==> src/rtl/distribution_hazard_scheduler_if.sv <==
// distribution_hazard_scheduler_if: ID/MEM request inputs and scheduler control outputs
interface distribution_hazard_scheduler_if;
   logic       ID_valid;
   logic [4:0] ID_srcAddr1;
   logic [4:0] ID_srcAddr2;
   logic       ID_issue;
   logic [4:0] ID_destAddr;
   logic [3:0] ID_opLatency;
   logic       MEM_DRegWrite;
   logic [4:0] MEM_destRegAddr;
   logic       stall;
   logic       DU_start;
   logic       WB_sel;
   logic [4:0] WB_destAddr;
   logic       MEM_hold;
   logic       busy;
   modport master (
      output ID_valid, ID_srcAddr1, ID_srcAddr2, ID_issue, ID_destAddr, ID_opLatency,
             MEM_DRegWrite, MEM_destRegAddr,
      input  stall, DU_start, WB_sel, WB_destAddr, MEM_hold, busy
   );
   modport slave (
      input  ID_valid, ID_srcAddr1, ID_srcAddr2, ID_issue, ID_destAddr, ID_opLatency,
             MEM_DRegWrite, MEM_destRegAddr,
      output stall, DU_start, WB_sel, WB_destAddr, MEM_hold, busy
   );
endinterface

==> src/rtl/distribution_hazard_scheduler.sv <==
// distribution_hazard_scheduler: single-op DU scheduler with source, structural and write-port hazards.
// Define DIST_SCOREBOARD_BYPASS_EN to forward the DU result in WB instead of stalling dependents.
module distribution_hazard_scheduler (
   input logic                                  clk,
   input logic                                  rst,
   distribution_hazard_scheduler_if.slave       bus
);
   typedef enum logic [1:0] {IDLE, RUN, WB} state_t;
   state_t     state_q, state_d;
   logic [3:0] cnt_q, cnt_d, lat;
   logic       pend_valid_q, pend_valid_d;
   logic [4:0] pend_dest_q, pend_dest_d;
   logic       src_hit, src_haz, struct_haz, port_haz, accept, unused_mem;
   // MEM target address needs no decoding: any DU writeback takes the port
   assign unused_mem = ^bus.MEM_destRegAddr;
   assign lat = (bus.ID_opLatency == 4'd0) ? 4'd1 : bus.ID_opLatency;
   assign src_hit = bus.ID_valid & pend_valid_q &
                    (((bus.ID_srcAddr1 == pend_dest_q) & (bus.ID_srcAddr1 != 5'd0)) |
                     ((bus.ID_srcAddr2 == pend_dest_q) & (bus.ID_srcAddr2 != 5'd0)));
`ifdef DIST_SCOREBOARD_BYPASS_EN
   assign src_haz = src_hit & (state_q != WB);
`else
   assign src_haz = src_hit;
`endif
   assign struct_haz = bus.ID_issue & (state_q != IDLE);
   assign port_haz = (state_q == WB) & bus.MEM_DRegWrite;
   assign bus.stall = src_haz | struct_haz | port_haz;
   assign accept = (state_q == IDLE) & bus.ID_issue & ~bus.stall & ~rst;
   assign bus.DU_start = accept;
   assign bus.WB_sel = (state_q == WB);
   assign bus.WB_destAddr = (state_q == WB) ? pend_dest_q : 5'd0;
   assign bus.MEM_hold = port_haz;
   assign bus.busy = (state_q != IDLE);
   always_comb begin
      state_d = state_q;
      cnt_d = cnt_q;
      pend_valid_d = pend_valid_q;
      pend_dest_d = pend_dest_q;
      case (state_q)
         IDLE: if (accept) begin
            state_d = (lat == 4'd1) ? WB : RUN;
            cnt_d = lat - 4'd1;
            pend_dest_d = bus.ID_destAddr;
            pend_valid_d = |bus.ID_destAddr;
         end
         RUN: begin
            state_d = (cnt_q <= 4'd1) ? WB : RUN;
            cnt_d = (cnt_q == 4'd0) ? 4'd0 : cnt_q - 4'd1;
         end
         WB: begin
            state_d = IDLE;
            pend_valid_d = 1'b0;
         end
         default: state_d = IDLE;
      endcase
   end
   always_ff @(posedge clk or posedge rst) begin
      if (rst) begin
         state_q <= IDLE;
         cnt_q <= 4'd0;
         pend_valid_q <= 1'b0;
         pend_dest_q <= 5'd0;
      end else begin
         state_q <= state_d;
         cnt_q <= cnt_d;
         pend_valid_q <= pend_valid_d;
         pend_dest_q <= pend_dest_d;
      end
   end
endmodule

==> src/flat_wrapper.sv <==
// flat-port wrapper written by rule: the top's interface ports become plain ports
module distribution_hazard_scheduler_flat 
  (clk, rst, bus_ID_valid, bus_ID_srcAddr1, bus_ID_srcAddr2, bus_ID_issue, bus_ID_destAddr, bus_ID_opLatency, bus_MEM_DRegWrite, bus_MEM_destRegAddr, bus_stall, bus_DU_start, bus_WB_sel, bus_WB_destAddr, bus_MEM_hold, bus_busy);
  distribution_hazard_scheduler_if bus_i ();
  input logic clk;
  input logic rst;
  input wire logic [$bits(bus_i.ID_valid)-1:0] bus_ID_valid;
  input wire logic [$bits(bus_i.ID_srcAddr1)-1:0] bus_ID_srcAddr1;
  input wire logic [$bits(bus_i.ID_srcAddr2)-1:0] bus_ID_srcAddr2;
  input wire logic [$bits(bus_i.ID_issue)-1:0] bus_ID_issue;
  input wire logic [$bits(bus_i.ID_destAddr)-1:0] bus_ID_destAddr;
  input wire logic [$bits(bus_i.ID_opLatency)-1:0] bus_ID_opLatency;
  input wire logic [$bits(bus_i.MEM_DRegWrite)-1:0] bus_MEM_DRegWrite;
  input wire logic [$bits(bus_i.MEM_destRegAddr)-1:0] bus_MEM_destRegAddr;
  output wire logic [$bits(bus_i.stall)-1:0] bus_stall;
  output wire logic [$bits(bus_i.DU_start)-1:0] bus_DU_start;
  output wire logic [$bits(bus_i.WB_sel)-1:0] bus_WB_sel;
  output wire logic [$bits(bus_i.WB_destAddr)-1:0] bus_WB_destAddr;
  output wire logic [$bits(bus_i.MEM_hold)-1:0] bus_MEM_hold;
  output wire logic [$bits(bus_i.busy)-1:0] bus_busy;
  assign bus_i.ID_valid = bus_ID_valid;
  assign bus_i.ID_srcAddr1 = bus_ID_srcAddr1;
  assign bus_i.ID_srcAddr2 = bus_ID_srcAddr2;
  assign bus_i.ID_issue = bus_ID_issue;
  assign bus_i.ID_destAddr = bus_ID_destAddr;
  assign bus_i.ID_opLatency = bus_ID_opLatency;
  assign bus_i.MEM_DRegWrite = bus_MEM_DRegWrite;
  assign bus_i.MEM_destRegAddr = bus_MEM_destRegAddr;
  assign bus_stall = bus_i.stall;
  assign bus_DU_start = bus_i.DU_start;
  assign bus_WB_sel = bus_i.WB_sel;
  assign bus_WB_destAddr = bus_i.WB_destAddr;
  assign bus_MEM_hold = bus_i.MEM_hold;
  assign bus_busy = bus_i.busy;
  distribution_hazard_scheduler u_core (.clk(clk), .rst(rst), .bus(bus_i));
endmodule
==> config.mk <==
export PLATFORM = sky130hd
export DESIGN_NAME = distribution_hazard_scheduler_flat
export DESIGN_NICKNAME = d
export VERILOG_FILES = /design/src/rtl/distribution_hazard_scheduler_if.sv /design/src/rtl/distribution_hazard_scheduler.sv /design/src/flat_wrapper.sv
export SDC_FILE = /design/constraint.sdc
export NUM_CORES = 1
export LEC_CHECK = 0
export CAP_MARGIN = 0
export CORE_MARGIN = 8
export CORE_UTILIZATION = 40
export DETAILED_ROUTE_END_ITERATION = 8
export PLACE_DENSITY_LB_ADDON = 0.2
export SLEW_MARGIN = 20
export SYNTH_ARGS = -nofsm -noshare
export SYNTH_HDL_FRONTEND = slang
export SYNTH_SLANG_ARGS = --single-unit
==> constraint.sdc <==
create_clock -name clk -period 5.28 [get_ports clk]
set_input_delay 0.528 -clock clk [delete_from_list [all_inputs] [get_ports clk]]
set_output_delay 0.528 -clock clk [all_outputs]
set_load 0.005 [all_outputs]
==> metrics.md, run 1 <==
| Metric | Value |
|---|---|
| Final number of max-transition violations | `0` |
| Final non-filler cell total | `around 160` |
| Number of gates resized after cts | `0` |
| Clock tree root driver cell | `clkbuf_4` |
| Combined area of all synthesized cells | `about 920 sq um` |
| Post-CTS setup buffer count | `0` |
| CTS tree | `built` |
| Share of flip-flops with an asynchronous set or reset after synthesis | `100%` |
| Critical setup path kind | `input pin to output pin` |
| Flip-flop and latch count after synthesis | `12` |
| Critical path required time | `4750 ps` |
| H-Tree Level Count | `1` |
| CP arrival | `about 2600 ps` |
| Post-synth top flop | `dfrtp_1` |
| Total via count after detailed routing | `869` |
| Diodes inserted | `0` |
| RSZ-0062 raised after global routing | `no` |
| Max-Slew Margin vs Limit | `65.8%` |
| Placed insts | `between 150 and 200` |
| Result of the run | `completed` |
| Final global-route overflow total | `0` |
| Kind of launch point of the worst setup path | `input pin` |
| Fill cell count | `179` |
| IO buf count | `33` |
| Remaining antenna violation count after routing | `0` |
| Net count of the mapped netlist | `between 100 and 150` |
| Num Clock Sinks | `12` |
| Count of yosys warnings during synthesis | `0` |
| Final net count | `approximately 160` |
| Mean cell area of the mapped netlist | `around 9.6 sq um` |
| Lkg Pwr | `just over 0.5 nW` |
| Number of library cell types mapped by synthesis | `33` |
| Cell-by-cell trace of the critical path | `clkdlybuf4s50_1 > or4_4 > a21oi_4 > o22a_4 > o21ai_4 > clkinv_4 > clkdlybuf4s50_1` |
| First-pass DRT Iterations | `4` |
| Met2 demand-to-capacity share in global routing | `roughly a fifth` |
| Post-synthesis cell count | `96` |
| Met1 demand-to-capacity share in global routing | `~15%` |
| HPWL Detailed | `around 2 mm` |
| FF-to-FF setup slack | `about 3400 ps` |
| Initial antenna violation count | `0` |
| Fmax | `around 0.32 GHz` |
| Worst IR Drop VDD | `between 0.2 and 0.25 mV` |
| Horizontal extent of the die | `64.1 microns` |
| Post-layout min period | `approximately 3200 ps` |
| Total I/O pin count | `39` |
| Footprint of the multi-input gates | `approximately 590 sq um` |
| Number of DRC violations after detailed-routing iteration 0 | `between 50 and 60` |
| Site Rows | `17` |
| Transition time at the pin with the least slew margin | `a little over 500 ps` |
| Average wire per cell in the routed design | `approximately 15 microns` |
| Reported max-cap violation count | `0` |
| Largest net degree at the start of global routing | `15` |
| Die Ht | `between 60 and 70 microns` |
| Power consumption | `0.543 mW` |
| Fin util | `between 50 and 60%` |
| Sequential element share of the synthesized area | `32.5%` |
| Clock network latency to the later pin of the worst-skew pair | `between 200 and 300 ps` |
| Weighted congestion at the end of routability-driven global placement | `0.795` |
| Most common library cell in the layout ignoring fill and taps | `clkdlybuf4s50_1` |
| Starting Density | `approximately 42%` |
| Hold-fix buffers, CTS | `0` |
| Standard cell with the maximum stage delay on the critical path | `or4_4` |
| Signed area change from the synthesized netlist to the final layout | `41.1%` |
| First-pass GRT wire length | `4.24 mm` |
| Leading cell types in the layout, fill and taps excluded | `33 x clkdlybuf4s50_1, 12 x dfrtp_1, 9 x and2_1, 9 x xnor2_1, 8 x nor2_1` |
| Residual DRC count | `0` |
| CTS Buf Count | `3` |
| Aggregate routed wire length | `~2.4 mm` |
| Delay contributed by the slowest stage of the critical path | `between 500 and 600 ps` |
| Most numerous cell on the critical path | `clkdlybuf4s50_1` |
| Total Die Area | `around 0.004 sq mm` |
| Proportion of layout cells with a drive suffix above 1 | `between 10% and 20%` |
| CTS clk-pin slew, worst paths | `about 80 ps` |
| Maximum buffer depth of the clock tree | `2` |
| Highest fanout seen on the critical path | `9` |
| Endpoints failing hold | `0` |
| Placeable core area | `0.00219 sq mm` |
| Setup tns final | `0 ps` |
| Avg Vias per Cell | `roughly 5.5` |
| Final setup viols | `0` |
| Path class of the lowest-slack min-delay path | `register to register` |
| Via count of the first global-routing pass | `approximately 900` |
| Layer with the highest usage after global routing | `met2` |
| P per Cell Area | `416 mW/mm^2` |
| Met3 track utilization from global routing | `between 3 and 4%` |
| Worst Clk Skew | `around 3.2 ps` |
| Overall track demand over capacity in global routing | `between 10% and 20%` |
| Final cycle utilization of the critical path | `between 50% and 60%` |
| Sequential cell area in the final layout | `300 sq um` |
| Endpoint class of the critical path | `output pin` |
| EDFF count, synth | `0` |
Yosys cell counts (all sizes together), types with 2 or more instances:
| cell type | n | area (sq um) |
|---|---|---|
| a21oi | 7 | 57.6 |
| and2 | 9 | 56.3 |
| nor2 | 8 | 30.0 |
| o22ai | 4 | 25.0 |
| o31ai | 2 | 15.0 |
| dfrtp | 12 | 300 |
| clkbuf | 2 | 7.51 |
| nand3 | 2 | 10.0 |
| nor2b | 2 | 12.5 |
| nand2 | 3 | 11.3 |
| xnor2 | 9 | 78.8 |
| ha | 2 | 25.0 |
| o211ai | 2 | 15.0 |
| nand4 | 3 | 18.8 |
| mux2 | 6 | 86.3 |
| inv | 6 | 22.5 |
| nor3 | 2 | 10.0 |
| or4 | 3 | 30.0 |
cells by family after synthesis:
group | Yosys count | synth area share, %
simple gates | 36 | 22.2
fa+ha+maj | 2 | 2.71
flops | 12 | 32.5
mux | 6 | 9.34
buf+inv | 9 | 4.20
compound gates | 22 | 20.6
xor+xnor | 9 | 8.53
sequential cells by signal, summed over array words and instances (netlist names):
| register | flops |
|---|---|
| u_core.cnt_q | 4 |
| u_core.pend_valid_q | 1 |
| u_core.state_q | 2 |
| u_core.pend_dest_q | 5 |
area by class of cell:
class                           count  area share (%)
Clock buffer                        3            1.73
Tap cell                           28            2.68
Sequential cell                    12            23.0
Timing Repair Buffer               33            25.3
Multi-Input combinational cell     75            44.9
Inverter                            7            2.40
metal layers:
layer	wire length [microns]	part of all wire, %
met4	38	1.6
met1	1020	42
met3	172	7.0
met5	0	0
met2	1210	50
critical path: cells and delay by family:
kind	cells	cell delay (ps)
simple gates	1	570
compound gates	3	440
buf+inv	3	1080
through the flow:
stage	hold WS [ps]	area (sq um)	setup WS, ps
floorplan	406	925	3200
global placement	501	1280	2140
detailed placement	504	1280	2110
CTS	523	1310	2110
global route	552	1310	2040
finish	519	1310	2120
where the power goes:
| group | internal [mW] | total [mW] | leakage, nW | switching, mW |
|---|---|---|---|---|
| clock network | 0.0264 | 0.0582 | 0.0138 | 0.0318 |
| registers | 0.136 | 0.194 | 0.145 | 0.0578 |
| logic | 0.167 | 0.291 | 0.347 | 0.124 |
path summary, 6_finish.rpt:
check                                                  start                           endpoint  depth (start not counted)
min in group asynchronous                                rst  u_core.pend_dest_q[2]$_DFFE_PP0P_                          2
max                                       bus_ID_srcAddr2[0]                       bus_DU_start                          7
max in group asynchronous                                rst        u_core.cnt_q[3]$_DFFE_PP0P_                          2
min                              u_core.cnt_q[3]$_DFFE_PP0P_        u_core.cnt_q[3]$_DFFE_PP0P_                          1
min reg2reg                      u_core.cnt_q[3]$_DFFE_PP0P_        u_core.cnt_q[3]$_DFFE_PP0P_                          1
max reg2reg                u_core.pend_dest_q[2]$_DFFE_PP0P_        u_core.cnt_q[0]$_DFFE_PP0P_                          6
(Power assumes the default switching activity.)
==> inputs of run 2 (changes only) <==
clock period = 2.95 ns   (was 5.28 ns; I/O delays follow)
==> metrics.md, run 2 (same netlist as run 1, synthesis figures left out) <==
| Metric | Value |
|---|---|
| Average wire per cell in the routed design | `14.5 microns (-6.1%)` |
| Delay contributed by the slowest stage of the critical path | `570 ps (about the same)` |
| HPWL Detailed | `1.90 mm (-3.6%)` |
| CTS Buf Count | `3 (unchanged)` |
| Result of the run | `completed` |
| Starting Density | `42.2% (unchanged)` |
| Hold_ws | `330 ps (-189 ps)` |
| Most numerous cell on the critical path | `clkdlybuf4s50_1` |
| Lkg Pwr | `0.511 nW (+0.95%)` |
| FF-to-FF setup slack | `1050 ps (-2330 ps)` |
| Proportion of layout cells with a drive suffix above 1 | `13.0% (+0.67 points)` |
| Power consumption | `0.963 mW (+77%)` |
| First-pass DRT Iterations | `4 (unchanged)` |
| IO buf count | `33 (unchanged)` |
| Final global-route overflow total | `0 (unchanged)` |
| Critical register-to-register path startpoint | `u_core.pend_dest_q[2]$_DFFE_PP0P_` |
| Final number of max-transition violations | `0 (unchanged)` |
| Clock network latency to the later pin of the worst-skew pair | `270 ps (about the same)` |
| Fill cell count | `195 (+8.9%)` |
| Total via count after detailed routing | `845 (-2.8%)` |
| Remaining antenna violation count after routing | `0 (unchanged)` |
| RSZ-0062 raised after global routing | `no` |
| Total I/O pin count | `39 (unchanged)` |
| Number of cells on the worst reg-to-reg path | `6 (unchanged)` |
| Cell-by-cell trace of the critical path | `clkdlybuf4s50_1 > or4_4 > a21oi_4 > o22a_4 > o21ai_4 > clkinv_4 > clkdlybuf4s50_1` |
| Leading cell types in the layout, fill and taps excluded | `33 x clkdlybuf4s50_1, 12 x dfrtp_1, 9 x and2_1, 9 x xnor2_1, 8 x nor2_1` |
| Aggregate routed wire length | `2.31 mm (-5.5%)` |
| Via count of the first global-routing pass | `867 (-1.9%)` |
| CP arrival | `2380 ps (-250 ps)` |
| Cell Area, Placed | `0.00129 sq mm (+0.59%)` |
| Final design instance area without fill | `0.00131 sq mm (+0.58%)` |
| Diodes inserted | `0 (unchanged)` |
| Avg Vias per Cell | `5.31 (-3.4%)` |
| Weighted congestion at the end of routability-driven global placement | `0.792 (-0.39%)` |
| Number of gates resized after cts | `0 (unchanged)` |
| CTS clk-pin slew, worst paths | `70 ps (about the same)` |
| Number of DRC violations after detailed-routing iteration 0 | `35 (-31%)` |
| Endpoint class of the critical path | `output pin` |
| Worst Clk Skew | `0.766 ps (-2.46 ps)` |
| Initial antenna violation count | `0 (unchanged)` |
| Path class of the lowest-slack min-delay path | `input pin to async pin` |
| Register with the highest flop count | `u_core.pend_dest_q` |
| Reported max-cap violation count | `0 (unchanged)` |
| Post-CTS setup buffer count | `0 (unchanged)` |
| Endpoints failing hold | `0 (unchanged)` |
| Critical path required time | `2650 ps (-2100 ps)` |
| Post-layout min period | `2670 ps` |
| P per Cell Area | `734 mW/mm^2 (+76%)` |
| Buf+Inv Stages, Crit Path | `3 (unchanged)` |
| Signed area change from the synthesized netlist to the final layout | `41.9%` |
| Transition time at the pin with the least slew margin | `472 ps (-41.4 ps)` |
| Family with the most delay on the worst path | `buffers and inverters` |
| H-Tree Level Count | `1 (unchanged)` |
| First-pass GRT wire length | `4.04 mm (-4.7%)` |
| Residual DRC count | `0 (unchanged)` |
| Final setup viols | `0 (unchanged)` |
| Site Rows | `17 (unchanged)` |
| Standard cell with the maximum stage delay on the critical path | `or4_4` |
| Final cycle utilization of the critical path | `about 91%` |
| Worst IR Drop VDD | `0.349 mV (+59%)` |
| Kind of launch point of the worst setup path | `input pin` |
| Maximum buffer depth of the clock tree | `2 (unchanged)` |
| Max-Slew Margin vs Limit | `68.3% (+2.6 points)` |
| CTS tree | `built` |
| Capturing point of the worst reg2reg path | `u_core.cnt_q[0]$_DFFE_PP0P_` |
| Critical setup path kind | `input pin to output pin` |
| Most common library cell in the layout ignoring fill and taps | `clkdlybuf4s50_1` |
| Largest registers | `u_core.pend_dest_q: 5 flops, u_core.cnt_q: 4 flops, u_core.state_q: 2 flops` |
| Number of flip-flops under the largest register name | `5 (unchanged)` |
| Largest net degree at the start of global routing | `14 (-1)` |
| Hold-fix buffers, CTS | `0 (unchanged)` |
| Clock tree root driver cell | `clkbuf_4` |
| Fmax | `0.374 GHz` |
| Setup tns final | `0 ps (unchanged)` |
| Num Clock Sinks | `12 (unchanged)` |
| Overall track demand over capacity in global routing | `12.0% (-0.84 points)` |
| Placeable core area | `0.00219 sq mm (unchanged)` |
| Die Ht | `64.1 microns (unchanged)` |
| Horizontal extent of the die | `64.1 microns (unchanged)` |
| Final net count | `164 (+0.61%)` |
| Highest fanout seen on the critical path | `9 (unchanged)` |
| Total Die Area | `0.00411 sq mm (unchanged)` |
## run 2: cell types whose count changed in the layout (fill, tap and decap cells not counted), sizes merged
cell / previous run / this run
buf: 0 / 1
## run 2: worst max-delay path by stage
stage,endpoint,cells after the start,slack [ps],startpoint
after global placement,bus_DU_start,7,280,bus_ID_srcAddr2[0]
after floorplan,u_core.pend_dest_q[0]$_DFFE_PP0P_,6,1210,bus_ID_srcAddr2[0]
after CTS,bus_DU_start,7,260,bus_ID_srcAddr2[0]
after global routing,bus_DU_start,7,210,bus_ID_srcAddr2[0]
final,bus_DU_start,7,280,bus_ID_srcAddr2[0]
after detailed placement,bus_DU_start,7,260,bus_ID_srcAddr2[0]
## run 2: metrics by stage
stage                     utilization (%)  std cells  setup slack [ps]
after floorplan                         -         96              1210
after detailed placement             58.9        156               264
after global routing                 59.9        159               207
after global placement               58.9        156               285
after CTS                            59.9        159               264
final                                59.9        159               278
## run 2: report_power, final
group          total [mW]  internal (mW)  leakage [nW]  switching, mW
Combinational       0.518          0.300         0.352          0.219
Sequential          0.346          0.244         0.145          0.102
Clock              0.0991         0.0472        0.0138         0.0519
## run 2: area by class of cell
cell class	count	area, sq um	share of cell area (%)
Multi-Input combinational cell	75	586	44.6
Inverter	7	31.3	2.38
Sequential cell	12	300	22.9
Timing Repair Buffer	34	338	25.7
Tap cell	28	35.0	2.67
Clock buffer	3	22.5	1.72
## run 2: layer usage
metal	track usage [%]	routed length [microns]
met5	0	0
met4	5.01	29
met3	4.53	151
met2	18.9	1100
met1	14.3	1030
## run 2: worst min-delay path, cell delays in order
cell and delay (ps):
clkdlybuf4s50_1 390, inv_1 60, buf_4 210
==> inputs of run 3 (changes only) <==
CORE_UTILIZATION = 42   (was 40)
==> metrics.md, run 3 (same netlist as run 1, synthesis figures left out) <==
| Metric | Value |
|---|---|
| Leading cell types in the layout, fill and taps excluded | `33 x clkdlybuf4s50_1, 12 x dfrtp_1, 9 x and2_1, 9 x xnor2_1, 8 x nor2_1` |
| Number of flip-flops under the largest register name | `5 (unchanged)` |
| Number of cells on the worst reg-to-reg path | `6 (unchanged)` |
| Maximum buffer depth of the clock tree | `2 (unchanged)` |
| Diodes inserted | `0 (unchanged)` |
| Result of the run | `completed` |
| Via count of the first global-routing pass | `856 (-1.3%)` |
| Site Rows | `17 (unchanged)` |
| First-pass GRT wire length | `3.82 mm (-5.5%)` |
| Endpoint class of the critical path | `output pin` |
| Register with the highest flop count | `u_core.pend_dest_q` |
| Cell depth of the worst setup path | `7 (unchanged)` |
| Comb power frac | `52.3% (-1.5 points)` |
| Clock network latency to the later pin of the worst-skew pair | `270 ps (about the same)` |
| Proportion of layout cells with a drive suffix above 1 | `13.6% (+0.66 points)` |
| Portion of total power attributed to the clock network | `13.0% (+2.7 points)` |
| Final global-route overflow total | `0 (unchanged)` |
| Power consumption | `0.995 mW (+3.3%)` |
| Horizontal extent of the die | `62.9 microns (-1.8%)` |
| Buf+Inv Stages, Crit Path | `3 (unchanged)` |
| HPWL Detailed | `1.90 mm (about the same)` |
| CTS Buf Count | `3 (unchanged)` |
| Average wire per cell in the routed design | `14.2 microns (-2.0%)` |
| RSZ-0062 raised after global routing | `no` |
| Placeable core area | `0.00215 sq mm (-1.9%)` |
| Cell-by-cell trace of the critical path | `clkdlybuf4s50_1 > or4_4 > a21oi_4 > o22a_4 > o21ai_4 > clkinv_4 > clkdlybuf4s50_1` |
| Die Ht | `62.9 microns (-1.8%)` |
| Final setup viols | `0 (unchanged)` |
| Max-Slew Margin vs Limit | `71.2% (+2.9 points)` |
| Path class of the lowest-slack min-delay path | `input pin to async pin` |
| Setup tns final | `0 ps (unchanged)` |
| Post-CTS setup buffer count | `0 (unchanged)` |
| H-Tree Level Count | `1 (unchanged)` |
| Critical path required time | `2650 ps (about the same)` |
| Kind of launch point of the worst setup path | `input pin` |
| Worst Clk Skew | `7.88 ps (+7.11 ps)` |
| Critical setup path kind | `input pin to output pin` |
| Num Clock Sinks | `12 (unchanged)` |
| Signed area change from the synthesized netlist to the final layout | `43.4%` |
| Worst IR Drop VDD | `0.409 mV (+17%)` |
| IO buf count | `33 (unchanged)` |
| Number of DRC violations after detailed-routing iteration 0 | `24 (-31%)` |
| Clock tree root driver cell | `clkbuf_4` |
| Remaining antenna violation count after routing | `0 (unchanged)` |
| CTS tree | `built` |
| CP arrival | `2370 ps (about the same)` |
| Family with the most delay on the worst path | `buffers and inverters` |
| Hold-fix buffers, CTS | `0 (unchanged)` |
| Net Sw Power | `0.377 mW (+1.1%)` |
| Fmax | `0.375 GHz (+0.30%)` |
| Total via count after detailed routing | `848 (+0.36%)` |
| Aggregate routed wire length | `2.28 mm (-1.4%)` |
| Internal power | `0.618 mW (+4.6%)` |
| Overall track demand over capacity in global routing | `11.5% (-0.54 points)` |
| Delay contributed by the slowest stage of the critical path | `570 ps (about the same)` |
| Standard cell with the maximum stage delay on the critical path | `or4_4` |
| Starting Density | `43.0% (+0.84 points)` |
| Fill cell count | `190 (-2.6%)` |
| Final net count | `164 (unchanged)` |
| Number of gates resized after cts | `0 (unchanged)` |
| Largest registers | `u_core.pend_dest_q: 5 flops, u_core.cnt_q: 4 flops, u_core.state_q: 2 flops` |
| Weighted congestion at the end of routability-driven global placement | `0.827 (+4.4%)` |
| Highest fanout seen on the critical path | `9 (unchanged)` |
| CTS clk-pin slew, worst paths | `80 ps (about the same)` |
| Final cycle utilization of the critical path | `90.3% (-0.27 points)` |
| Total I/O pin count | `39 (unchanged)` |
| Largest net degree at the start of global routing | `14 (unchanged)` |
| First-pass DRT Iterations | `4 (unchanged)` |
| Final number of max-transition violations | `0 (unchanged)` |
| Avg Vias per Cell | `5.30 (-0.27%)` |
| Reported max-cap violation count | `0 (unchanged)` |
| Transition time at the pin with the least slew margin | `429 ps (-43.2 ps)` |
| Most numerous cell on the critical path | `clkdlybuf4s50_1` |
| Most common library cell in the layout ignoring fill and taps | `clkdlybuf4s50_1` |
| Residual DRC count | `0 (unchanged)` |
| Initial antenna violation count | `0 (unchanged)` |
| Seq pwr share | `34.7% (-1.2 points)` |
| Endpoints failing hold | `0 (unchanged)` |
| P per Cell Area | `750 mW/mm^2 (+2.2%)` |
| Post-layout min period | `2660 ps (-7.87 ps)` |
| Switching part of the total power | `37.9% (-0.81 points)` |
| Total Die Area | `0.00396 sq mm (-3.6%)` |
| Lkg Pwr | `0.518 nW (+1.4%)` |
==> run 3: cell count changes in the layout (fill, tap and decap cells not counted) <==
cell / delta
clkbuf_8: +1
==> run 3: power by group through the flow <==
stage	registers, mW	logic, mW	clock network (mW)
floorplan	0.318	0.376	0
global placement	0.344	0.513	0
detailed placement	0.349	0.522	0
CTS	0.345	0.527	0.131
global route	0.358	0.569	0.140
finish	0.345	0.520	0.130
==> run 3: area by class of cell <==
class,instances,area [sq um],share of cell area (%)
Clock buffer,4,36.3,2.74
Inverter,7,31.3,2.36
Multi-Input combinational cell,75,586,44.2
Sequential cell,12,300,22.6
Tap cell,28,35.0,2.64
Timing Repair Buffer,34,338,25.5
==> run 3: worst register-to-register path: cells and delay by family, from the launching register on <==
| family | cells | cell delay (ps) |
|---|---|---|
| compound gates | 3 | 830 |
| flops | 1 | 450 |
| xor+xnor | 1 | 190 |
| simple gates | 1 | 160 |
| buf+inv | 1 | 150 |
==> run 3: worst paths after layout <==
path / start / to / slack, ps
max in group asynchronous: rst / u_core.pend_dest_q[0]$_DFFE_PP0P_ / 2440
worst max register to register: u_core.pend_dest_q[2]$_DFFE_PP0P_ / u_core.cnt_q[0]$_DFFE_PP0P_ / 1060
worst min-delay path: rst / u_core.state_q[1]$_DFFE_PP0P_ / 340
worst min register to register: u_core.cnt_q[3]$_DFFE_PP0P_ / u_core.cnt_q[3]$_DFFE_PP0P_ / 530
worst max-delay path: bus_ID_srcAddr1[0] / bus_DU_start / 290
min in group clk: u_core.cnt_q[3]$_DFFE_PP0P_ / u_core.cnt_q[3]$_DFFE_PP0P_ / 530
==> run 3: per-layer routing <==
layer,wire (microns),vias up,track usage [%]
met5,0,-,0
met4,21,0,4.27
met3,96,2,2.69
met2,1140,19,19.3
met1,1020,403,13.7
li1,-,424,-
==> run 3: stage by stage <==
stage               area (sq um)  hold WS, ps  instances  utilization (%)  setup slack [ps]
floorplan                    925          173         96                -              1210
finish                      1330          341        160             61.7               286
detailed placement          1290          513        156             60.0               280
global placement            1290          502        156             60.0               288
CTS                         1330          354        160             61.7               270
global route                1330          360        160             61.7               208
==> variant, RTL diff (flow settings as in run 2) <==
Add a define of `DIST_SCOREBOARD_BYPASS_EN`.
--- a/src/rtl/distribution_hazard_scheduler.sv
+++ b/src/rtl/distribution_hazard_scheduler.sv
@@ -2,2 +2,4 @@
 // Define DIST_SCOREBOARD_BYPASS_EN to forward the DU result in WB instead of stalling dependents.
+`define DIST_SCOREBOARD_BYPASS_EN
+
 module distribution_hazard_scheduler (
Formal check against the unedited RTL: not equivalent (Yosys sat finds a counterexample within 4 cycles, from zero or initial values and one cycle with rst high).
==> variant against run 2 <==
  * Total power increased by 0.92%
  * Final area increased by 0.29%
  * Worst setup slack improved by 26 ps
  * Wire length increased by 3.3%
  * Sequential power increased by 2%
  * Global-route usage increased by 0.15 points
  * Sequential cell count unchanged
  * Die area decreased by 0.20%
  * Synthesized area decreased by 0.27%
  * Clock skew increased by 1.7 ps
  * Largest cell class unchanged
  * Largest power group unchanged
==> variant: results (changes against run 2) <==
Post-Syn Nets - 129 (+1.6%)
Psw - 0.3578 mW (-4.0%)
cts bufs inserted - 3 (unchanged)
cells after synthesis - 98 (+2.1%)
Total Routing Usage GR - 0.1218 (+0.001519)
Post-Route WL - 2387 um (+3.3%)
placed instance count - 158 (+1.3%)
r2r startpoint - u_core.pend_dest_q[0]
Filler cells - 200 (+2.6%)
maximum vdd drop - 0.0003966 V (+14%)
R2R depth - 6 (unchanged)
top cells by count, synth - dfrtp_1 (12), and2_1 (10), xnor2_1 (9), nor2_1 (8)
Reg2Reg Setup Slack - 1080 ps (+30 ps)
Pre-antenna DRT Iters - 4 (unchanged)
outcome - completed
global-route wire length before repair - 4174 um (+3.4%)
antenna violations before repair - 0 (unchanged)
synth top area cells - dfrtp_1 (33%), xnor2_1 (8.5%), mux2_4 (8.1%), and2_1 (6.8%), mux2i_1 (3.3%)
clk buf depth - 2 (unchanged)
clk root buf - clkbuf_4
wire length per cell - 14.73 um (+1.4%)
biggest regs - u_core.pend_dest_q (5), u_core.cnt_q (4), u_core.state_q (2)
DR iter-0 viols - 45 (+29%)
R2R Path End - u_core.pend_dest_q[1]
H-tree depth - 1 (unchanged)
crit-path max FO - 6 (-3)
Fin Clk Skew - 2.451 ps (+1.685 ps)
vias in the first global route - 937 (+8.1%)
register area share after synthesis - 0.3256 (+0.0008813)
Hold Path Class - in -> async
ys async rst share - 1.000 (unchanged)
LEAKAGE - 0.5457 nW (+6.8%)
worst slew pin tran - 475.3 ps (+3.540 ps)
Placer Congestion - 0.7742 (-2.3%)
largest net degree at the start of global routing - 13 (-1)
CP arrival - 2350 ps (-30 ps)
worst skew pair latency - 280 ps
synth unique cells - 38 (+15%)
top_reg_cell synth - dfrtp_1
post-CTS setup buffers - 0 (unchanged)
Diodes inserted - 0 (unchanged)
antenna-violating nets left - 0 (unchanged)
CTS resizes - 0 (unchanged)
share of layout cells above drive strength 1 - 0.1269 (-0.002905)
Buffers on Ports - 33 (unchanged)
Worst-path clk slew - 80 ps
fin nets - 166 (+1.2%)
Post-DP HPWL - 1921 um (+1.1%)
Vias - 865 (+2.4%)
Syn. warnings - 0 (unchanged)
variant: power groups by stage:
stage               clock (mW)  combinational (mW)  sequential [mW]
floorplan                    0               0.349            0.314
global placement             0               0.478            0.354
CTS                      0.138               0.491            0.352
global route             0.146               0.544            0.368
detailed placement           0               0.488            0.356
finish                   0.133               0.486            0.354
variant: per-layer routing:
metal	vias up	global-route usage	share of wire
li1	424	-	-
met1	414	0.1426	0.48
met2	23	0.1982	0.45
met3	4	0.04355	0.065
met4	0	0.04735	0.0084
met5	-	0	0
variant: per-stage QoR:
step                setup WS, ps  cell area (um^2)  utilization  hold WS (ps)
global placement           300.2              1280       0.5842         534.6
finish                     304.5              1316       0.6008         362.5
floorplan                   1157             922.1            -         159.7
detailed placement         295.6              1280       0.5842         543.8
CTS                        292.3              1316       0.6008         372.3
global route               216.6              1316       0.6008         414.9
variant: worst max path at each step:
stage | from | endpoint | slack, ps | cells after the start
global placement | bus_ID_srcAddr1[0] | bus_DU_start | 300 | 7
detailed placement | bus_ID_srcAddr2[0] | bus_DU_start | 300 | 7
floorplan | bus_ID_srcAddr1[0] | u_core.pend_dest_q[0] | 1160 | 6
finish | bus_ID_srcAddr2[0] | bus_DU_start | 300 | 7
CTS | bus_ID_srcAddr2[0] | bus_DU_start | 290 | 7
global route | bus_ID_srcAddr2[0] | bus_stall | 220 | 7
variant: critical path, stage by stage:
cell and delay [ps]:
clkdlybuf4s50_1 450, or4_4 550, a21oi_2 140, o22ai_2 150, a21o_1 210, inv_1 60, clkdlybuf4s50_1 490
variant: kinds of logic after synthesis:
| logic type | synth area share |
|---|---|
| buf+inv | 0.03663 |
| fa+ha+maj | 0.02713 |
| flops | 0.3256 |
| compound gates | 0.1520 |
| mux | 0.1140 |
| simple gates | 0.2592 |
| xor+xnor | 0.08549 |
variant: layout make-up:
cell class / instances / area [um^2] / share of cell area
tap: 28 / 35.03 / 0.02662
sequential: 12 / 300.3 / 0.2281
inverter: 5 / 18.77 / 0.01426
multi-input combinational: 79 / 588.1 / 0.4468
timing repair buffer: 34 / 337.8 / 0.2567
clock buffer: 4 / 36.28 / 0.02757
